[config.mk]
export PLATFORM = sky130hd
export DESIGN_NAME = wb_master_port
export DESIGN_NICKNAME = d
export VERILOG_FILES = /design/src/rtl/wb_master_port.sv
export SDC_FILE = /design/constraint.sdc
export NUM_CORES = 1
export LEC_CHECK = 0
export BUFFER_PORTS_ARGS = -buffer_cell sky130_fd_sc_hd__buf_2
export CAP_MARGIN = 20
export CORE_ASPECT_RATIO = 0.7
export CORE_UTILIZATION = 40
export CTS_CLUSTER_SIZE = 20
export DETAILED_ROUTE_END_ITERATION = 8
export PLACE_DENSITY = 0.84
export SYNTH_ARGS = -nofsm -noshare
export SYNTH_HDL_FRONTEND = slang
export SYNTH_SLANG_ARGS = --single-unit
[constraint.sdc]
create_clock -name clk_i -period 3.3 [get_ports clk_i]
set_input_delay 0.99 -clock clk_i [delete_from_list [all_inputs] [get_ports clk_i]]
set_output_delay 0.99 -clock clk_i [all_outputs]
set_load 0.1 [all_outputs]
[src/rtl/wb_master_port.sv]
`timescale 1ns/1ps
`default_nettype none
// ============================================================================
// Module   : wb_master_port
// Brief    : Wishbone B4 classic initiator; one outstanding transfer, bus
//            timeout, valid/ready command and response ports.
// Revision : 1.0 - initial release
// ============================================================================
module wb_master_port #(
    parameter int ADR_WIDTH      = 20,
    parameter int DAT_WIDTH      = 32,
    parameter int SEL_WIDTH      = DAT_WIDTH / 8,
    parameter int TIMEOUT_CYCLES = 255
) (
    input  logic                 clk_i,
    input  logic                 rst_i,
    // command port
    input  logic                 cmd_valid_i,
    output logic                 cmd_ready_o,
    input  logic                 cmd_we_i,
    input  logic [ADR_WIDTH-1:0] cmd_adr_i,
    input  logic [DAT_WIDTH-1:0] cmd_dat_i,
    input  logic [SEL_WIDTH-1:0] cmd_sel_i,
    // response port
    output logic                 rsp_valid_o,
    input  logic                 rsp_ready_i,
    output logic [DAT_WIDTH-1:0] rsp_dat_o,
    output logic                 rsp_err_o,
    output logic                 rsp_timeout_o,
    // wishbone initiator
    output logic                 cyc_o,
    output logic                 stb_o,
    output logic                 we_o,
    output logic [ADR_WIDTH-1:0] adr_o,
    output logic [DAT_WIDTH-1:0] dat_o,
    output logic [SEL_WIDTH-1:0] sel_o,
    input  logic [DAT_WIDTH-1:0] dat_i,
    input  logic                 ack_i,
    input  logic                 err_i
);

    typedef enum logic [1:0] {
        S_IDLE = 2'd0,
        S_BUS  = 2'd1,
        S_RESP = 2'd2
    } state_t;

    localparam int c_cnt_w = (TIMEOUT_CYCLES < 2) ? 1 : $clog2(TIMEOUT_CYCLES + 1);
    localparam logic [c_cnt_w-1:0] c_cnt_last =
        c_cnt_w'((TIMEOUT_CYCLES == 0) ? 0 : TIMEOUT_CYCLES - 1);
    localparam logic [c_cnt_w-1:0] c_cnt_max  = '1;
    localparam bit                 c_tmo_en   = (TIMEOUT_CYCLES != 0);

    state_t               r_state,       w_state_nxt;
    logic                 r_cyc,         w_cyc_nxt;
    logic                 r_we,          w_we_nxt;
    logic [ADR_WIDTH-1:0] r_adr,         w_adr_nxt;
    logic [DAT_WIDTH-1:0] r_dat,         w_dat_nxt;
    logic [SEL_WIDTH-1:0] r_sel,         w_sel_nxt;
    logic [DAT_WIDTH-1:0] r_rsp_dat,     w_rsp_dat_nxt;
    logic                 r_rsp_err,     w_rsp_err_nxt;
    logic                 r_rsp_tmo,     w_rsp_tmo_nxt;
    logic [c_cnt_w-1:0]   r_cnt,         w_cnt_nxt;

    always_ff @(posedge clk_i) begin
        if (rst_i) begin
            r_state   <= S_IDLE;
            r_cyc     <= 1'b0;
            r_we      <= 1'b0;
            r_adr     <= '0;
            r_dat     <= '0;
            r_sel     <= '0;
            r_rsp_dat <= '0;
            r_rsp_err <= 1'b0;
            r_rsp_tmo <= 1'b0;
            r_cnt     <= '0;
        end else begin
            r_state   <= w_state_nxt;
            r_cyc     <= w_cyc_nxt;
            r_we      <= w_we_nxt;
            r_adr     <= w_adr_nxt;
            r_dat     <= w_dat_nxt;
            r_sel     <= w_sel_nxt;
            r_rsp_dat <= w_rsp_dat_nxt;
            r_rsp_err <= w_rsp_err_nxt;
            r_rsp_tmo <= w_rsp_tmo_nxt;
            r_cnt     <= w_cnt_nxt;
        end
    end

    always_comb begin
        w_state_nxt   = r_state;
        w_cyc_nxt     = r_cyc;
        w_we_nxt      = r_we;
        w_adr_nxt     = r_adr;
        w_dat_nxt     = r_dat;
        w_sel_nxt     = r_sel;
        w_rsp_dat_nxt = r_rsp_dat;
        w_rsp_err_nxt = r_rsp_err;
        w_rsp_tmo_nxt = r_rsp_tmo;
        w_cnt_nxt     = r_cnt;

        case (r_state)
            S_IDLE: begin
                if (cmd_valid_i) begin
                    w_we_nxt    = cmd_we_i;
                    w_adr_nxt   = cmd_adr_i;
                    w_dat_nxt   = cmd_dat_i;
                    w_sel_nxt   = cmd_sel_i;
                    w_cyc_nxt   = 1'b1;
                    w_cnt_nxt   = '0;
                    w_state_nxt = S_BUS;
                end
            end

            S_BUS: begin
                // err has priority over a simultaneous ack
                if (err_i) begin
                    w_rsp_dat_nxt = '0;
                    w_rsp_err_nxt = 1'b1;
                    w_rsp_tmo_nxt = 1'b0;
                    w_cyc_nxt     = 1'b0;
                    w_state_nxt   = S_RESP;
                end else if (ack_i) begin
                    w_rsp_dat_nxt = r_we ? '0 : dat_i;
                    w_rsp_err_nxt = 1'b0;
                    w_rsp_tmo_nxt = 1'b0;
                    w_cyc_nxt     = 1'b0;
                    w_state_nxt   = S_RESP;
                end else if (c_tmo_en && (r_cnt == c_cnt_last)) begin
                    w_rsp_dat_nxt = '0;
                    w_rsp_err_nxt = 1'b1;
                    w_rsp_tmo_nxt = 1'b1;
                    w_cyc_nxt     = 1'b0;
                    w_state_nxt   = S_RESP;
                end else if (r_cnt != c_cnt_max) begin
                    w_cnt_nxt = r_cnt + 1'b1;
                end
            end

            S_RESP: begin
                if (rsp_ready_i) begin
                    w_state_nxt = S_IDLE;
                end
            end

            default: begin
                w_cyc_nxt   = 1'b0;
                w_state_nxt = S_IDLE;
            end
        endcase
    end

    // stb tracks cyc: classic single transfers never idle inside a cycle
    assign cyc_o         = r_cyc;
    assign stb_o         = r_cyc;
    assign we_o          = r_we;
    assign adr_o         = r_adr;
    assign dat_o         = r_dat;
    assign sel_o         = r_sel;
    assign cmd_ready_o   = (r_state == S_IDLE);
    assign rsp_valid_o   = (r_state == S_RESP);
    assign rsp_dat_o     = r_rsp_dat;
    assign rsp_err_o     = r_rsp_err;
    assign rsp_timeout_o = r_rsp_tmo;

endmodule
`default_nettype wire

Yosys cells after proc, flatten, opt, wreduce, memory -nomap -nowiden

Index checks and enable logic that the tools add are counted.

Register bits: 102
Input port bits: 95
Output and inout port bits: 95
Word-level logic and storage cells: 56

Add/subtract/negate cells: 1
Equality and inequality tests: 11
Mux-type cells: 25
Bitwise gates (word level): 1
Reduce and logical (&&, ||, !) cells: 8

Operator list:

| kind                  | count |
|---|---|
| $mux W32              | 4 |
| $mux W8               | 5 |
| $pmux W8 S2           | 1 |
| $mux W2               | 5 |
| $ne A2 B2 Y1 const B  | 5 |
| $add A8 B1 Y8 const B | 1 |
| $eq A8 B8 Y1 const B  | 1 |
| $mux W1               | 8 |
| $ne A8 B8 Y1 const B  | 1 |
| $pmux W2 S3           | 1 |
| $reduce_and A3 Y1     | 2 |
| $reduce_and A6 Y1     | 1 |
| $ne A4 B4 Y1 const B  | 1 |
| $reduce_and A2 Y1     | 2 |
| $pmux W1 S3           | 1 |
| $reduce_bool A3 Y1    | 1 |
| $eq A2 B1 Y1 const B  | 1 |
| $eq A2 B2 Y1 const B  | 1 |
| $logic_not A2 Y1      | 1 |
| $ne A2 B1 Y1 const B  | 1 |
| $reduce_bool A2 Y1    | 1 |
| $not A1 Y1            | 1 |

Depth between registers and ports, before layout

Word-level depth: 6
Depth in mapped cells: 7
Depth with buffers taken out: 6

Worst setup path before layout

No wires, ideal clock.

Path type: reg2out
Start: register r_state[1]
End: output port rsp_valid_o
Arrival time: 1,801 ps
Data required time: 2,310 ps
Slack: 509 ps
Cell stages (with the launch flop): 2
Buffers on the path: 0
Path through: dfxtp_1 -> nor2b_1

Cells in the longest elaborated chain, start to end: 1

Ends and longest elaborated chain:

| what                   | line | text |
|---|---|---|
| from (decl)            | 54   | `state_t r_state, w_state_nxt;` |
| from (signal assigned) | 78   | `r_state <= w_state_nxt;` |
| $eq A2 B2 Y1           | 162  | `assign rsp_valid_o = (r_state == S_RESP);` |
| to (decl)              | 25   | `output logic rsp_valid_o,` |

No other way between the ends.

Worst setup path after layout

Ends and elaborated chain as after synthesis.

==> metrics.md <==
| Metric | Value |
|---|---|
| Area of the core | `about 8600 um^2` |
| Ant. Diodes | `0` |
| Period minus WS final | `2448 ps` |
| Mapped Area | `3623 um^2` |
| Placed cell area | `about 4700 um^2` |
| Vias in the first global route | `3238` |
| Multi-input logic area | `1460 um^2` |
| Max_cap viols | `0` |
| Starting Density | `42.04%` |
| Seq/Total Area, Yosys | `56.35%` |
| Buffers and inverters on the worst path | `1` |
| Relative max-transition margin | `between 50 and 60%` |
| Routed WL per cell | `around 13 um` |
| DRT antenna net count | `0` |
| Final Max Tran Viols | `0` |
| Via-to-Cell Ratio | `between 4 and 5` |
| DIE AREA | `between 9000 and 10000 um^2` |
| # hold bufs at CTS | `0` |
| Tcrit/Tclk final | `74.17%` |
| Initial DRC Count | `214` |
| Initial antenna violation count | `0` |
| Num CTS Buffers | `9` |
| Finished Cell Area | `4941 um^2` |
| Cells after synthesis | `408` |
| Layout area overhead | `36.36%` |
| H-tree levels | `3` |
| Unrepaired setup endpoints after global routing | `no` |
| Pin count of the biggest net entering global routing | `51` |
| FF/Latch Area | `2042 um^2` |
| First-pass GRT wire length | `14.55 mm` |
| IO buf count | `189` |
| CP arrival | `1460 ps` |
| Post-Syn Nets | `505` |
| Critical setup path kind | `register to output pin` |
| Largest cells by area after synthesis | `dfxtp_1 56%, nand2_1 12%, a21oi_1 8.4%, a22o_1 7.7%, clkbuf_1 2.6%` |
| Post-synth top area cell | `dfxtp_1` |
| GPL Wtd Cong | `roughly 0.84` |
| Clock sink total | `102` |
| Finish-stage setup viols | `0` |
| Status | `finished, final reports clean` |
| Die Height | `81.63 um` |
| Top FF cell, synth | `dfxtp_1` |
| Crit path max fanout | `6` |
| Final WL | `9.424 mm` |
| CTS tree | `yes` |
| Hold Path Class | `register to register` |
| Fin nets | `between 600 and 700` |
| Worst hold slack | `about 450 ps` |
| Leakage power total | `2.307 nW` |
| Clk_lat worst skew | `340 ps` |
| CP delay by family, top | `buffers and inverters` |
| Worst slew pin tran | `634.0 ps` |
| Most common cell in the netlist | `nand2_1` |
| Post-CTS setup buffers | `0` |
| GRT overflow | `0` |
| Share of cells above drive strength 1 | `between 30% and 40%` |
| Post-synth top cells | `120 x nand2_1, 102 x dfxtp_1, 61 x a21oi_1, 32 x a22o_1, 25 x clkbuf_1` |
| DR vias | `3495` |
| Number of top-level pins | `190` |
| Die X | `115.8 um` |
| Critical path cell sequence | `nor2b_1 -> buf_2` |
| Synth Register Bits | `102` |
| Clk root buf | `clkbuf_16` |
| Setup TNS | `0 ps` |
| First-pass detailed-route iteration total | `4` |
| FMAX | `0.4085 GHz` |
| Number of flops mapped to enable cells by yosys | `0` |
| Crit start category | `register` |
| Ys async rst share | `0%` |
| GRT Total Usage | `roughly 20%` |
| Number of distinct library cells after synthesis | `37` |
| Resized Gates After CTS | `0` |
| Std-Cell Rows | `28` |
| Avg Inst Size Synth | `8.881 um^2` |
| Final Core Density | `57.33%` |
| CTS max path bufs | `2` |
| Post-route DRC | `0` |
| Worst-path clk slew | `70 ps` |
| Yosys top cell area share | `56.35%` |
| Hpwl dp | `around 7 mm` |
| Yosys warns | `0` |
| CP max stage cell | `buf_2` |
| VDD IR max | `391.3 uV` |
| Final Hold Fails | `0` |
| Fill cells | `just over 800` |
| Crit-path max cell delay | `~460 ps` |
| Pwr per Cell Area | `617.3 nW/um^2` |
| Crit end category | `output pin` |
| Setup Skew | `10.84 ps` |
| Req. time, crit path | `2310 ps` |
==> sequential cells by signal (all words and copies together) (netlist names) <==
register,cells
rsp_timeout_o,1
r_state,2
we_o,1
rsp_err_o,1
sel_o,4
r_cnt,8
rsp_dat_o,32
adr_o,20
cyc_o,1
dat_o,32
==> layer usage <==
layer / track usage (%) / vias to the layer above / wire length (um)
met5: 0 / - / 0
met4: 6.667 / 0 / 71
met3: 6.199 / 8 / 597
met2: 35.30 / 117 / 4669
met1: 22.11 / 1626 / 4085
li1: - / 1744 / -
==> cells in the final DEF (no fill, tap or decap), drive strengths merged, types with 2 or more instances in the layout <==
cell type and count:
o311ai 2, buf 194, dfxtp 102, clkbuf 10, or3 2, a211oi 3, nand3b 2, o31ai 2
o21ai 3, nor2 12, a21oi 61, nand2 120, inv 8, nor2b 3, nand3 6, nor4 3
ha 2, a31oi 2, a22o 32, nand2b 3, o211ai 2, nor3 2, clkinv 2
==> cell families after synthesis <==
kind of cell,synth area share (%)
multiplexers,0.3108
flip-flops,56.35
AO/OA/AOI/OAI,19.92
adder cells (fa/ha/maj),0.6905
AND/OR/NAND/NOR,18.99
buffers and inverters,3.729
==> layout make-up <==
cell class / instances / share of cell area (%)
Clock buffer: 10 / 4.837
Clock inverter: 6 / 1.038
Sequential cell: 102 / 41.33
Timing Repair Buffer: 194 / 19.90
Inverter: 4 / 0.3039
Tap cell: 120 / 3.039
Multi-Input combinational cell: 272 / 29.55
==> power breakdown <==
part | switching (mW) | internal [mW]
clock | 0.468 | 0.546
sequential | 0.0310 | 1.29
combinational | 0.587 | 0.130
==> metrics by stage <==
stage / setup WS, ps / power (mW) / instances
floorplan: 508.9 / 1.917 / 408
global placement: 867.9 / 2.054 / 692
detailed placement: 751.1 / 2.066 / 692
CTS: 838.1 / 3.089 / 708
global route: 807.9 / 3.170 / 708
finish: 852.2 / 3.050 / 708
==> worst reg2reg max path, cell delays in order (launching register included) <==
cell and delay (ps):
dfxtp_1 440, nand2b_1 260, nor4_4 560, buf_4 360, a22o_1 200
==> final timing paths <==
path | slack [ps] | start | endpoint | cells past startpoint
setup / recovery | 850 | r_state[1]$_SDFFE_PP0P_ | rsp_valid_o | 2
hold / removal | 450 | adr_o[10]$_SDFFE_PP0P_ | adr_o[10]$_SDFFE_PP0P_ | 2
setup reg to reg | 1410 | r_state[0]$_SDFFE_PP0P_ | rsp_dat_o[9]$_SDFFE_PP0P_ | 4
hold reg to reg | 450 | adr_o[10]$_SDFFE_PP0P_ | adr_o[10]$_SDFFE_PP0P_ | 2
No activity file was read; power rests on OpenSTA's default activity.
